$ cat src/rtl/config_controller.sv
// Config-register write/verify/readback controller: one request at a time.
// Writes pulse a one-hot slot enable, then read the slot back to confirm the value took.
module config_controller #(
    parameter int NUM_REGS   = 4,
    parameter int DATA_WIDTH = 4,
    parameter int ADDR_WIDTH = 2
) (
    input  logic                           CLK,
    input  logic                           RESET,
    input  logic                           req_valid,
    output logic                           req_ready,
    input  logic                           req_write,
    input  logic [ADDR_WIDTH-1:0]          req_addr,
    input  logic [DATA_WIDTH-1:0]          req_data,
    output logic                           resp_valid,
    input  logic                           resp_ready,
    output logic [DATA_WIDTH-1:0]          resp_data,
    output logic                           resp_err,
    output logic [NUM_REGS-1:0]            config_we,
    output logic [DATA_WIDTH-1:0]          config_data,
    input  logic [NUM_REGS*DATA_WIDTH-1:0] rd_data,
    output logic [7:0]                     err_count
);

    typedef enum logic [2:0] {IDLE, WRITE, VERIFY, READ, RESP} state_t;

    typedef struct packed {
        logic [ADDR_WIDTH-1:0] addr;
        logic [DATA_WIDTH-1:0] data;
    } req_t;

    state_t                state, state_nx;
    req_t                  req_q;
    logic                  addr_ok;
    logic [DATA_WIDTH-1:0] slot_val;

    assign addr_ok    = (int'(req_q.addr) < NUM_REGS);
    assign req_ready  = (state == IDLE);
    assign resp_valid = (state == RESP);

    // Out-of-range addresses select nothing, so slot_val stays 0.
    always_comb begin
        slot_val = '0;
        for (int i = 0; i < NUM_REGS; i++)
            if (int'(req_q.addr) == i)
                slot_val = rd_data[i*DATA_WIDTH +: DATA_WIDTH];
    end

    for (genvar g = 0; g < NUM_REGS; g++) begin : g_we
        assign config_we[g] = (state == WRITE) && (int'(req_q.addr) == g);
    end

    always_comb begin
        state_nx = state;
        case (state)
            IDLE:    if (req_valid) state_nx = req_write ? WRITE : READ;
            WRITE:   state_nx = VERIFY;
            VERIFY:  state_nx = RESP;
            READ:    state_nx = RESP;
            RESP:    if (resp_ready) state_nx = IDLE;
            default: state_nx = IDLE;
        endcase
    end

    always_ff @(posedge CLK) begin
        if (RESET) begin
            state       <= IDLE;
            req_q       <= '0;
            config_data <= '0;
            resp_data   <= '0;
            resp_err    <= 1'b0;
            err_count   <= '0;
        end else begin
            state <= state_nx;
            case (state)
                IDLE: if (req_valid) begin
                    req_q    <= '{addr: req_addr, data: req_data};
                    resp_err <= 1'b0;
                    if (req_write) config_data <= req_data;
                end
                WRITE: if (!addr_ok) resp_err <= 1'b1;
                // Slot has taken the WRITE-cycle enable by now, so rd_data reflects it.
                VERIFY: begin
                    resp_data <= addr_ok ? slot_val : '0;
                    if (!addr_ok || slot_val != req_q.data) resp_err <= 1'b1;
                end
                READ: begin
                    resp_data <= addr_ok ? slot_val : '0;
                    if (!addr_ok) resp_err <= 1'b1;
                end
                RESP: if (resp_ready && resp_err && err_count != 8'hFF)
                    err_count <= err_count + 8'd1;
                default: ;
            endcase
        end
    end

endmodule

$ cat config.mk
export PLATFORM = sky130hd
export DESIGN_NAME = config_controller
export DESIGN_NICKNAME = d
export VERILOG_FILES = /design/src/rtl/config_controller.sv
export SDC_FILE = /design/constraint.sdc
export NUM_CORES = 1
export LEC_CHECK = 0
export ABC_AREA = 1
export BUFFER_PORTS_ARGS = -buffer_cell sky130_fd_sc_hd__buf_2
export CORE_MARGIN = 10
export CORE_UTILIZATION = 30
export CTS_CLUSTER_DIAMETER = 60
export DETAILED_ROUTE_END_ITERATION = 16
export GPL_TIMING_DRIVEN = 0
export PLACE_DENSITY_LB_ADDON = 0.15
export SYNTH_ARGS = -nofsm -noshare
export SYNTH_HDL_FRONTEND = slang
export SYNTH_SLANG_ARGS = --single-unit
$ cat constraint.sdc
create_clock -name CLK -period 1.7 [get_ports CLK]
set_clock_uncertainty 0.2 [all_clocks]
set_input_delay 0.34 -clock CLK [delete_from_list [all_inputs] [get_ports CLK]]
set_output_delay 0.34 -clock CLK [all_outputs]
set_load 0.02 [all_outputs]
==> results of run 1 <==
final timing paths:
| kind | to | from | slack, ns |
|---|---|---|---|
| min reg2reg | config_data[0]$_SDFFE_PP0P_ | config_data[0]$_SDFFE_PP0P_ | 0.25 |
| max | config_we[2] | state[1]$_SDFFE_PP0P_ | 0.02 |
| min | state[1]$_SDFFE_PP0P_ | req_write | 0.04 |
| max reg2reg | err_count[4]$_SDFFE_PP0P_ | err_count[1]$_SDFFE_PP0P_ | 0.05 |
repair_timing:
action                                  4_1_cts  5_1_grt
cloned                                        0        0
endpoints found under the setup margin        5       12
pin swaps                                     2        8
resized for setup                            14       23
setup buffers                                 1        5
per-layer routing:
layer,wire length [um],track usage [%],part of all wire (%),vias to the layer above
met5,0,0,0,-
met4,0,0.8982,0,0
met3,297,4.685,8.1,0
met2,1655,15.46,45,28
met1,1728,11.62,47,581
li1,-,-,-,743
cell type report:
class                      count  area [um^2]
tap                           50        62.56
inverter                      31        123.9
clock inverter                 1        30.03
buffer                         4        23.77
multi-input combinational    131        704.4
clock buffer                   3        41.29
timing repair buffer          55        310.3
sequential                    26        534.3
fill                         449         2256
worst max-delay path, delay by kind of cell (launching register included):
kind                   cells  cell delay [ns]
AND/OR/NAND/NOR            3             0.33
buffers and inverters      1             0.19
flip-flops                 1             0.35
flip-flops by register name (all words and copies together) (netlist names):
name,count
req_q,6
config_data,4
err_count,8
state,3
resp_data,4
resp_err,1
power by group:
| part | total, W | leakage [nW] | switching (W) | internal [W] |
|---|---|---|---|---|
| logic | 0.000347 | 0.643 | 0.000216 | 0.000131 |
| clock network | 0.000522 | 0.0357 | 0.000207 | 0.000315 |
| registers | 0.000684 | 0.216 | 0.0000320 | 0.000652 |
| total | 0.00155 | 0.894 | 0.000455 | 0.00110 |
cells in the final DEF (no fill, tap or decap), types with 2 or more instances in the layout:
cell,instances
nor2_4,3
buf_2,47
nor3_2,2
inv_4,3
nor3_1,3
inv_2,3
o21ai_1,2
inv_1,25
nand3_1,13
dfxtp_1,19
nand3_2,2
dfxtp_4,2
nand2_2,6
dfxtp_2,5
a21oi_1,21
buf_4,8
nand2_4,2
nor2_1,16
o21ai_0,21
clkbuf_8,3
nand2_1,30
stage by stage:
step | cell area [um^2] | hold slack (ns)
6_report | 1831 | 0.04347
5_1_grt | 1831 | 0.03525
4_1_cts | 1730 | 0.04044
3_5_place_dp | 1597 | 0.2361
3_3_place_gp | 1597 | 0.2335
2_1_floorplan | 1289 | 0.2378
logic make-up after synthesis:
family | after synthesis | share of synthesized area [%]
AO/OA/AOI/OAI | 47 | 18.97
flip-flops | 26 | 40.47
AND/OR/NAND/NOR | 83 | 28.50
adder cells (fa/ha/maj) | 1 | 0.9726
buffers and inverters | 35 | 11.09
==> flow_summary.json, run 1 <==
{
  "status": "complete, no violations",
  "placementRows": 23,
  "tightest_slew_ns": 0.4995,
  "die_w_um": 85.48,
  "hold_buffers": 0,
  "cp_slowest_cell": "dfxtp_2",
  "whs_path_depth": 2,
  "synth_top_flop_cell": "dfxtp_1",
  "utilization_pct": 44.79,
  "overflow": 0,
  "critPathLaunchType": "flip-flop",
  "h-tree-depth": 1,
  "cts_root_buffer": "clkbuf_8",
  "wl_um": 3681,
  "place.gp.congestion": 0.7608,
  "drtIter0Drc": 68,
  "leakagePower_nw": 0.8944,
  "setup.worst_path.end_class": "output pin",
  "synth_most_common_cell": "nand2_1",
  "finalCritPeriodShare_pct": 99.10,
  "hold_viol": 0,
  "max_stage_delay_ns": 0.35,
  "antenna_left": 0,
  "ys_types": 24,
  "initial_core_util_pct": 31.48,
  "synth.top_cells.by_count": "nand2_1, inv_1, dfxtp_1",
  "syn_area_per_cell_um2": 6.699,
  "mappedNetlistArea_mm2": 0.001286,
  "fmax_mhz": 593.6,
  "grt_pass1_vias": 1298,
  "ys_seq_elements": 26,
  "synth_edf_count": 0,
  "core_area_mm2": 0.004086,
  "worstSetupPathType": "reg2out",
  "yosysWarnings": 0,
  "reg2regPathDepth": 9,
  "grt_pass1_wl_um": 5927,
  "pin_count": 50,
  "path_clk_slew_ns": 0.10,
  "async_flop_share_pct": 0,
  "worst_skew_pair.late_latency_ns": 0.28,
  "ir_drop_mv": 0.6010,
  "path_cells": "nor2_4 -> nand2_4 -> nor3_1 -> buf_2",
  "cts_buffer_depth": 2,
  "synth_nets": 220,
  "drive_above_1_share_pct": 37.45,
  "drc": 0,
  "antenna_found_initial": 0,
  "dp_cells": 291,
  "min_period_ns": 1.685,
  "maxCapViolations": 0,
  "hold_class": "in2reg",
  "cp.arrival_ns": 1.14,
  "vias": 1352,
  "dieHeight_um": 85.48,
  "path_max_fanout": 4,
  "fin_cells": 301,
  "postSynthCellCount": 192,
  "setup_viol": 0,
  "diodes": 0,
  "clock-sinks": 26,
  "vias_per_cell": 4.492,
  "required_ns": 1.16,
  "setup_slack_ns": 0.01532,
  "dieArea_mm2": 0.007307,
  "yosysTopAreaCellShare_pct": 40.47,
  "port_buffers": 49,
  "powerDensity_mw_per_mm2": 848.4,
  "slew_headroom_pct": 66.70,
  "grt_use_total_pct": 9.601,
  "pre_cts_slack_ns": 0.01201,
  "cts_buffers": 3,
  "p_total_w": 0.001553,
  "synth_top_area_cell": "dfxtp_1",
  "area_growth_syn_to_layout_pct": 42.32,
  "dp_hpwl_um": 2862,
  "post_drt_wl_per_cell_um": 12.23,
  "tns_ns": 0,
  "timing.final.max_slew_violations": 0,
  "first_pass_iters": 4,
  "synth.yosys.seq_area_share_pct": 40.47,
  "synth.area.top_cells": "dfxtp_1, nand2_1, o21ai_0",
  "fin_nets": 280,
  "grt_setup_unrepaired": "true",
  "grt_max_degree": 16,
  "tritoncts": "yes"
}
(Power assumes the default switching activity.)
==> run 2, diff against run 1 <==
Settings changed: SETUP_SLACK_MARGIN from default to 0.15, TNS_END_PERCENT from default to 50.
==> run 2 against run 1 <==
  * Routed wire length rose by 3.5%
  * Critical path depth decreased by 1
  * Final cell count up 1.7%
  * Combinational power increased by 17%
  * Sequential cell count stayed put
  * Fmax is 1.2% higher
  * Worst setup slack better by 0.020 ns
  * Critical endpoint unchanged
  * Highest routed layer is now met4
==> flow_summary.json, run 2 (synthesized netlist as in run 1, its figures left out) <==
{
  "p_total_w": 0.001611,
  "setup.worst_path.end_class": "output pin",
  "critPathLaunchType": "flip-flop",
  "area_growth_syn_to_layout_pct": 52.72,
  "min_from": "req_write",
  "fmax_mhz": 600.7,
  "timing.rr.start": "err_count[1]$_SDFFE_PP0P_",
  "antenna_left": 0,
  "whs_path_depth": 2,
  "powerDensity_mw_per_mm2": 820.0,
  "drc": 0,
  "tritoncts": "yes",
  "required_ns": 1.16,
  "hold_buffers": 0,
  "final_cell_area_mm2": 0.001964,
  "antenna_found_initial": 0,
  "r2r_slack_ns": 0.11,
  "finalCritPeriodShare_pct": 97.93,
  "pin_count": 50,
  "ir_drop_mv": 0.5221,
  "die_w_um": 85.48,
  "leakagePower_nw": 0.9450,
  "dp_hpwl_um": 2815,
  "dieArea_mm2": 0.007307,
  "mostFrequentLayoutCell": "buf_2",
  "slew_headroom_pct": 65.04,
  "top_regs": "err_count x8, req_q x6",
  "reg2reg_to": "err_count[7]$_SDFFE_PP0P_",
  "port_buffers": 49,
  "hold_class": "in2reg",
  "drive_above_1_share_pct": 44.14,
  "post_drt_wl_per_cell_um": 12.45,
  "diodes": 0,
  "vias_per_cell": 4.546,
  "initial_core_util_pct": 31.48,
  "cp.arrival_ns": 1.12,
  "largest_reg_flops": 8,
  "cts_root_buffer": "clkbuf_8",
  "first_pass_iters": 4,
  "vias": 1391,
  "wl_um": 3809,
  "reg2regPathDepth": 9,
  "status": "complete, no violations",
  "dpl_cell_area_mm2": 0.001619,
  "worstSetupPathType": "reg2out",
  "core_area_mm2": 0.004086,
  "min_period_ns": 1.665,
  "fin_hold_ws_ns": 0.06032,
  "final_cell_mix": "buf_2, nand2_1, inv_1, a21oi_1, dfxtp_1",
  "grt_use_total_pct": 10.03,
  "path_clk_slew_ns": 0.10,
  "cts_buffer_depth": 2,
  "drtIter0Drc": 81,
  "clock-sinks": 26,
  "tightest_slew_ns": 0.5244,
  "grt_pass1_vias": 1393,
  "worst_skew_pair.late_latency_ns": 0.27,
  "holdPathEnd": "state[1]$_SDFFE_PP0P_",
  "grt_pass1_wl_um": 6175,
  "path_max_fanout": 9,
  "cts_buffers": 3,
  "maxCapViolations": 0,
  "regMostFlops": "err_count",
  "grt_setup_unrepaired": "true",
  "place.gp.congestion": 0.7746,
  "overflow": 0,
  "dieHeight_um": 85.48,
  "fin_nets": 285,
  "setup_viol": 0,
  "h-tree-depth": 1,
  "hold_viol": 0,
  "placementRows": 23,
  "tns_ns": 0,
  "timing.final.max_slew_violations": 0,
  "grt_max_degree": 16
}
==> run 2: changes by cell type in the layout (fill, tap and decap cells not counted), sizes merged <==
cell / change
buf: +4
inv: +1
==> run 2: worst max path at each step <==
| stage | slack, ns | endpoint | depth (start not counted) | from |
|---|---|---|---|---|
| 2_1_floorplan | 0.14 | err_count[6]$_SDFFE_PP0P_ | 9 | err_count[0]$_SDFFE_PP0P_ |
| 3_3_place_gp | 0.04 | resp_err$_SDFFE_PP0P_ | 11 | req_q[5]$_SDFFE_PP0P_ |
| 3_5_place_dp | 0.04 | resp_err$_SDFFE_PP0P_ | 11 | req_q[5]$_SDFFE_PP0P_ |
| 4_1_cts | 0.04 | config_we[1] | 4 | state[1]$_SDFFE_PP0P_ |
| 5_1_grt | -0.02 | config_we[1] | 4 | state[1]$_SDFFE_PP0P_ |
| 6_report | 0.04 | config_we[2] | 3 | req_q[5]$_SDFFE_PP0P_ |
==> run 2: what timing repair did <==
action | CTS | global route
pin swaps | 10 | 18
cloned | 0 | 1
gates resized for setup | 28 | 40
buffers inserted | 8 | 2
setup endpoints to repair | 14 | 22
==> run 2: layout make-up <==
class / count / area (um^2)
Sequential cell: 26 / 536.8
Buffer: 4 / 30.03
Inverter: 31 / 136.4
Timing Repair Buffer: 59 / 340.3
Timing Repair inverter: 1 / 6.256
Clock inverter: 1 / 30.03
Tap cell: 50 / 62.56
Multi-Input combinational cell: 131 / 780.7
Fill cell: 431 / 2122
Clock buffer: 3 / 41.29
==> run 2: report_power, final <==
part | total (W) | switching (W) | internal (W)
clock | 0.000516 | 0.000200 | 0.000315
combinational | 0.000407 | 0.000238 | 0.000169
sequential | 0.000688 | 0.0000379 | 0.000650
total | 0.00161 | 0.000477 | 0.00113
==> run 2: stage by stage <==
stage / instances / setup slack, ns / util, %
3_3_place_gp: 291 / 0.04369 / 39.62
4_1_cts: 303 / 0.04132 / 44.73
3_5_place_dp: 291 / 0.03835 / 39.62
6_report: 306 / 0.03518 / 48.07
2_1_floorplan: 192 / 0.1440 / -
5_1_grt: 306 / -0.02045 / 48.07
==> run 2: critical path, cell delays in order, from the launching register on <==
cell and delay, ns:
dfxtp_4 0.47, inv_8 0.06, nor3_2 0.16, buf_4 0.16
==> run 2: metal layers <==
layer	wire length, um	vias up	track usage [%]
met3	226	2	4.111
met2	1784	26	16.62
met5	0	-	0
met4	19	0	1.796
met1	1779	609	11.90
li1	-	754	-
